<file path="src/rtl/matrix_mac_sequencer.sv">
// Sequences the shared ALU through a DIM x DIM signed matrix multiply C = A x B held in data memory.
// Optional feature: define MAC_SATURATE_EN to clamp accumulator overflow and raise a sticky flag.
module matrix_mac_sequencer #(
  parameter int unsigned DIM = 4,
  parameter int unsigned AW  = 8,
  parameter int unsigned DW  = 32
) (
  input  logic          i_clk,
  input  logic          i_rst,
  input  logic          i_start,
  input  logic          i_abort,
  input  logic [AW-1:0] i_base_a,
  input  logic [AW-1:0] i_base_b,
  input  logic [AW-1:0] i_base_c,
  output logic          o_busy,
  output logic          o_done,
  output logic          o_mem_rd_en,
  output logic [AW-1:0] o_mem_rd_addr,
  input  logic [DW-1:0] i_mem_rd_data,
  output logic          o_mem_wr_en,
  output logic [AW-1:0] o_mem_wr_addr,
  output logic [DW-1:0] o_mem_wr_data,
  output logic          o_alu_own,
  output logic [5:0]    o_alu_ctrl,
  output logic [DW-1:0] o_alu_a,
  output logic [DW-1:0] o_alu_b,
  input  logic [DW-1:0] i_alu_result,
  output logic          o_sat_flag
);

  localparam int unsigned   CW      = (DIM > 1) ? $clog2(DIM) : 1;
  localparam logic [CW-1:0] LastIdx = CW'(DIM - 1);
  localparam logic [AW-1:0] DimAw   = AW'(DIM);
  localparam logic [5:0]    AluMul  = 6'b000010;
  localparam logic [5:0]    AluAdd  = 6'b000000;

  localparam logic [2:0] StIdle = 3'd0;
  localparam logic [2:0] StRdA  = 3'd1;
  localparam logic [2:0] StRdB  = 3'd2;
  localparam logic [2:0] StMul  = 3'd3;
  localparam logic [2:0] StAcc  = 3'd4;
  localparam logic [2:0] StWr   = 3'd5;
  localparam logic [2:0] StDone = 3'd6;

  logic [2:0]    r_state, w_state_d;
  logic [CW-1:0] r_i, r_j, r_k;
  logic [AW-1:0] r_base_a, r_base_b, r_base_c;
  logic [DW-1:0] r_a, r_prod, r_acc;

  logic          w_start_ok;
  logic          w_go;
  logic          w_last_i, w_last_j, w_last_k;
  logic [DW-1:0] w_acc_sum;

  assign w_start_ok = (r_state == StIdle) && i_start && !i_abort;
  // Strobes are suppressed in the cycle a cancel is sampled so nothing further reaches memory.
  assign w_go       = !i_abort && !i_rst;
  assign w_last_i   = (r_i == LastIdx);
  assign w_last_j   = (r_j == LastIdx);
  assign w_last_k   = (r_k == LastIdx);

`ifdef MAC_SATURATE_EN
  localparam logic [DW-1:0] MaxVal = {1'b0, {(DW-1){1'b1}}};
  localparam logic [DW-1:0] MinVal = {1'b1, {(DW-1){1'b0}}};

  logic w_ovf;
  logic r_sat;

  assign w_ovf     = (r_acc[DW-1] == r_prod[DW-1]) && (i_alu_result[DW-1] != r_acc[DW-1]);
  assign w_acc_sum = w_ovf ? (r_acc[DW-1] ? MinVal : MaxVal) : i_alu_result;

  always_ff @(posedge i_clk) begin
    if (i_rst) begin
      r_sat <= 1'b0;
    end else if (w_start_ok) begin
      r_sat <= 1'b0;
    end else if ((r_state == StAcc) && !i_abort && w_ovf) begin
      r_sat <= 1'b1;
    end
  end

  assign o_sat_flag = r_sat;
`else
  assign w_acc_sum  = i_alu_result;
  assign o_sat_flag = 1'b0;
`endif

  always_comb begin
    w_state_d = r_state;
    unique case (r_state)
      StIdle:  if (w_start_ok) w_state_d = StRdA;
      StRdA:   w_state_d = StRdB;
      StRdB:   w_state_d = StMul;
      StMul:   w_state_d = StAcc;
      StAcc:   w_state_d = w_last_k ? StWr : StRdA;
      StWr:    w_state_d = (w_last_i && w_last_j) ? StDone : StRdA;
      StDone:  w_state_d = StIdle;
      default: w_state_d = StIdle;
    endcase
    if (i_abort) w_state_d = StIdle;
  end

  always_ff @(posedge i_clk) begin
    if (i_rst) begin
      r_state  <= StIdle;
      r_i      <= '0;
      r_j      <= '0;
      r_k      <= '0;
      r_acc    <= '0;
      r_a      <= '0;
      r_prod   <= '0;
      r_base_a <= '0;
      r_base_b <= '0;
      r_base_c <= '0;
    end else begin
      r_state <= w_state_d;
      if (i_abort) begin
        // Leave indices clean so a later start begins at C[0][0].
        r_i   <= '0;
        r_j   <= '0;
        r_k   <= '0;
        r_acc <= '0;
      end else begin
        unique case (r_state)
          StIdle: begin
            if (w_start_ok) begin
              r_base_a <= i_base_a;
              r_base_b <= i_base_b;
              r_base_c <= i_base_c;
              r_i      <= '0;
              r_j      <= '0;
              r_k      <= '0;
              r_acc    <= '0;
            end
          end
          StRdB: r_a    <= i_mem_rd_data;
          StMul: r_prod <= i_alu_result;
          StAcc: begin
            r_acc <= w_acc_sum;
            if (!w_last_k) r_k <= r_k + CW'(1);
          end
          StWr: begin
            r_acc <= '0;
            r_k   <= '0;
            if (w_last_j) begin
              r_j <= '0;
              r_i <= w_last_i ? '0 : r_i + CW'(1);
            end else begin
              r_j <= r_j + CW'(1);
            end
          end
          default: ;
        endcase
      end
    end
  end

  always_comb begin
    o_busy        = (r_state != StIdle);
    o_done        = 1'b0;
    o_mem_rd_en   = 1'b0;
    o_mem_rd_addr = '0;
    o_mem_wr_en   = 1'b0;
    o_mem_wr_addr = '0;
    o_mem_wr_data = '0;
    o_alu_own     = 1'b0;
    o_alu_ctrl    = AluAdd;
    o_alu_a       = '0;
    o_alu_b       = '0;
    unique case (r_state)
      StRdA: begin
        o_mem_rd_en   = w_go;
        o_mem_rd_addr = r_base_a + AW'(r_i) * DimAw + AW'(r_k);
      end
      StRdB: begin
        o_mem_rd_en   = w_go;
        o_mem_rd_addr = r_base_b + AW'(r_k) * DimAw + AW'(r_j);
      end
      StMul: begin
        // B arrives from memory this cycle, so it feeds the ALU straight from the read port.
        o_alu_own  = 1'b1;
        o_alu_ctrl = AluMul;
        o_alu_a    = r_a;
        o_alu_b    = i_mem_rd_data;
      end
      StAcc: begin
        o_alu_own  = 1'b1;
        o_alu_ctrl = AluAdd;
        o_alu_a    = r_acc;
        o_alu_b    = r_prod;
      end
      StWr: begin
        o_mem_wr_en   = w_go;
        o_mem_wr_addr = r_base_c + AW'(r_i) * DimAw + AW'(r_j);
        o_mem_wr_data = r_acc;
      end
      StDone:  o_done = w_go;
      default: ;
    endcase
  end

endmodule

</file>
<file path="config.mk">
export PLATFORM = sky130hd
export DESIGN_NAME = matrix_mac_sequencer
export DESIGN_NICKNAME = d
export VERILOG_FILES = /design/src/rtl/matrix_mac_sequencer.sv
export SDC_FILE = /design/constraint.sdc
export NUM_CORES = 1
export LEC_CHECK = 0
export CORE_ASPECT_RATIO = 2
export CORE_MARGIN = 2
export CORE_UTILIZATION = 35
export DETAILED_ROUTE_END_ITERATION = 8
export GPL_TIMING_DRIVEN = 0
export PLACE_DENSITY = 0.61
export SYNTH_ARGS = -nofsm -noshare
export SYNTH_HDL_FRONTEND = slang
export SYNTH_SLANG_ARGS = --single-unit
</file>
<file path="constraint.sdc">
create_clock -name i_clk -period 2.3 [get_ports i_clk]
set_input_delay 0.345 -clock i_clk [delete_from_list [all_inputs] [get_ports i_clk]]
set_output_delay 0.345 -clock i_clk [all_outputs]
set_load 0.02 [all_outputs]
</file>
==> flow_metrics.py <==
metrics = {
    "clock_network": {
        "cts.clk_slew.worst_paths_ns": 0.06,
        "cts_tree": "built",
        "cts.path.max_buffers": 2,
        "ctsHtreeMaxLevel": 4,
        "worstSkewPairLatency_ns": 0.42,
        "root_buffer": "clkbuf_16",
        "cts_buffers": 17,
        "cts_sinks": 129,
    },
    "layout": {
        "nets": 1164,
        "regArea_mm2": 0.00261,
        "syn_to_final_growth_pct": 52.6,
        "multi_input_area_mm2": 0.00373,
        "drive_gt1_share_pct": 24.7,
        "n_fill_cell": 1748,
    },
    "global_route": {
        "antenna_found_initial": 2,
        "grt_util_met3_pct": 3.70,
        "grt_overflow": 0,
        "grt_pass1_wl_um": 37800,
        "grt_pass1_vias": 6887,
        "top_usage_layer": "met2",
        "globalRouteMet2Util_pct": 48.7,
        "grt.total_usage_pct": 25.4,
        "grt_max_degree": 17,
        "grt.met1_usage_pct": 26.2,
    },
    "synthesis": {
        "yosysSeqAreaShare_pct": 40.5,
        "synth-async-reset-ratio_pct": 0,
        "yosys.area.top_type": "dfxtp_1",
        "synth_common_cells": "nand2_1, dfxtp_1, a21oi_1",
        "yosysWarnings": 0,
        "synthesis.area_mm2": 0.00638,
        "syn_inst": 804,
        "netlist.area_leader.share_pct": 40.5,
        "synth_edf_count": 0,
        "avgSynthCellArea_um2": 7.93,
        "synth_area_leaders": "dfxtp_1, nand2_1, a22o_1",
        "synth_most_common_cell": "nand2_1",
        "synth.distinct_cells": 56,
        "synth_seq_cells": 129,
        "synth_flop_cell": "dfxtp_1",
    },
    "detailed_routing": {
        "num_vias": 6866,
        "drt-total-wl_um": 25300,
        "drtPass1Iterations": 4,
        "vias_per_cell": 5.36,
        "final_antenna_net_count": 0,
        "drt-initial-drc-count": 277,
        "drc": 0,
        "wl_per_cell_um": 19.7,
    },
    "power_and_ir_drop": {
        "swShare_pct": 25.8,
        "power_density_mw_per_mm2": 537,
        "p_leak_nw": 3.70,
        "p_total_mw": 5.22,
        "seq_power_share_pct": 43.7,
        "power_frac_clock_pct": 47.7,
        "power_frac_comb_pct": 8.5,
        "intPower_mw": 3.88,
        "vdd_drop_max_v": 0.000440,
        "power.switching_mw": 1.35,
    },
    "timing": {
        "max_slew_margin_pct": 53.6,
        "timing.final.hold_violations": 0,
        "skew_ns": 0.0147,
        "post-route-period-util_pct": 109,
        "drv_slew": 0,
        "worst_slack_ns": -0.214,
        "worst_pin_slew_ns": 0.696,
        "period_minus_slack_ns": 2.51,
        "rsz0062_at_grt": "yes",
        "fmax_ghz": 0.398,
        "setup_viol": 5,
    },
    "place": {
        "io_buffers": 207,
        "place_ws_ns": -0.698,
        "hpwlAfterDp_um": 18400,
        "gp_congestion": 0.858,
    },
    "worst_setup_path": {
        "cp.arrival_ns": 2.17,
        "required_ns": 1.96,
        "crit_fanout": 4,
        "endpoint_kind": "output port",
        "path_cells": "ha_4 > inv_2 > fa_2 > nor2b_4 > o21ai_2 > a2111o_1 > o21ai_2 > buf_6",
        "r2r_cells": 8,
        "crit_path_max_incr_delay_ns": 0.38,
        "crit_slowest_cell": "dfxtp_4",
        "worstSetupPathType": "reg -> out",
        "cp_common_cell": "o21ai_2",
        "cp-start-kind": "flip-flop",
    },
    "floorplan": {
        "rows": 69,
        "core-area_mm2": 0.0178,
        "dieArea_mm2": 0.0194,
        "io_pins": 216,
        "initial_core_util_pct": 35.9,
        "die_h_um": 195,
        "die_w_um": 99.5,
    },
    "status": {
        "status": "complete, but fails checks",
        "violations": "setup timing",
    },
    "run": {
        "cap_violations": 0,
    },
    "hold_path": {
        "hp-class": "in -> reg",
        "min_path_cells": 4,
    },
}
## cells by family after synthesis
| kind of cell | count (synthesis) | synth area share, % |
|---|---|---|
| multiplexers | 4 | 0.628 |
| other | 1 | 0.0588 |
| AO/OA/AOI/OAI | 236 | 24.6 |
| buffers and inverters | 85 | 6.44 |
| AND/OR/NAND/NOR | 324 | 22.9 |
| adder cells (fa/ha/maj) | 18 | 3.88 |
| XOR/XNOR | 7 | 0.961 |
| flip-flops | 129 | 40.5 |
## final timing paths
kind                                 start          endpoint  slack, ns
worst max register to register  r_state[2]           r_a[28]       0.33
worst min register to register  r_prod[11]        r_prod[11]       0.45
worst min-delay path               i_abort            r_a[1]       0.42
worst max-delay path                r_j[0]  o_mem_wr_addr[6]      -0.21
## cell usage in the layout, fill, tap and decap left out, drive strengths merged, types with 3 or more instances in the layout
cell type / instances
xnor2: 5
clkdlybuf4s50: 91
o22ai: 3
o21ai: 15
or3b: 3
clkinv: 5
nor2b: 5
nor2: 46
nor3b: 6
and2: 35
fa: 3
ha: 15
clkdlybuf4s15: 37
a31oi: 4
nand2: 189
o31ai: 3
nor3: 8
nand3: 13
a22o: 64
conb: 6
buf: 100
dfxtp: 129
clkinvlp: 4
inv: 14
dlygate4sd2: 13
a211oi: 4
nand2b: 4
or2: 4
a21oi: 98
mux2i: 4
a22oi: 32
clkbuf: 78
## sequential cells by signal, indices dropped and copies added (netlist names)
register,flops
r_state,3
r_base_c,8
r_prod,32
r_j,2
r_base_b,8
r_a,32
r_i,2
r_k,2
r_acc,32
r_base_a,8
## repair_timing
action,in CTS,in global routing
setup endpoints to repair,117,95
pin swaps,17,22
cloned,2,0
resized for setup,447,86
hold buffers,0,0
buffers inserted,11,9
## critical path: cells and delay by family, from the launching register on
family | cells | cell delay [ns]
compound gates | 3 | 0.55
flops | 1 | 0.38
fa+ha+maj | 2 | 0.51
simple gates | 1 | 0.14
buf+inv | 2 | 0.17
## power groups by stage
stage	Sequential, mW	Combinational (mW)	Clock (mW)
after floorplan	2.33	0.169	0
after global placement	2.33	0.420	0
after detailed placement	2.33	0.422	0
after CTS	2.28	0.438	2.53
after global routing	2.29	0.477	2.63
final	2.28	0.446	2.49
## layout make-up
type / instances / area share (%)
sequential: 129 / 26.8
inverter: 10 / 0.386
multi-input combinational: 595 / 38.3
tap: 213 / 2.74
antenna: 2 / 0.0514
buffer: 72 / 5.53
clock inverter: 13 / 1.08
clock buffer: 19 / 4.45
timing repair buffer: 229 / 20.6
## layer usage
layer  vias to the layer above  part of all wire (%)
li1                       3277                     -
met1                      3322                    36
met2                       212                    56
met3                        55                   4.0
met4                         0                   4.1
met5                         -                     0
## stage by stage
step	std cells	hold slack, ns	TNS, ns	utilization [%]	instance area, um2
6_report	1282	0.419	-0.588	54.7	9730
5_1_grt	1282	0.461	-1.35	54.7	9730
4_1_cts	1272	0.393	-0.682	54.2	9650
3_5_place_dp	1229	0.446	-33.98	49.1	8730
2_1_floorplan	809	0.436	0	-	6400
3_3_place_gp	1229	0.442	-34.21	49.1	8730
No activity file was read; power rests on OpenSTA's default activity.
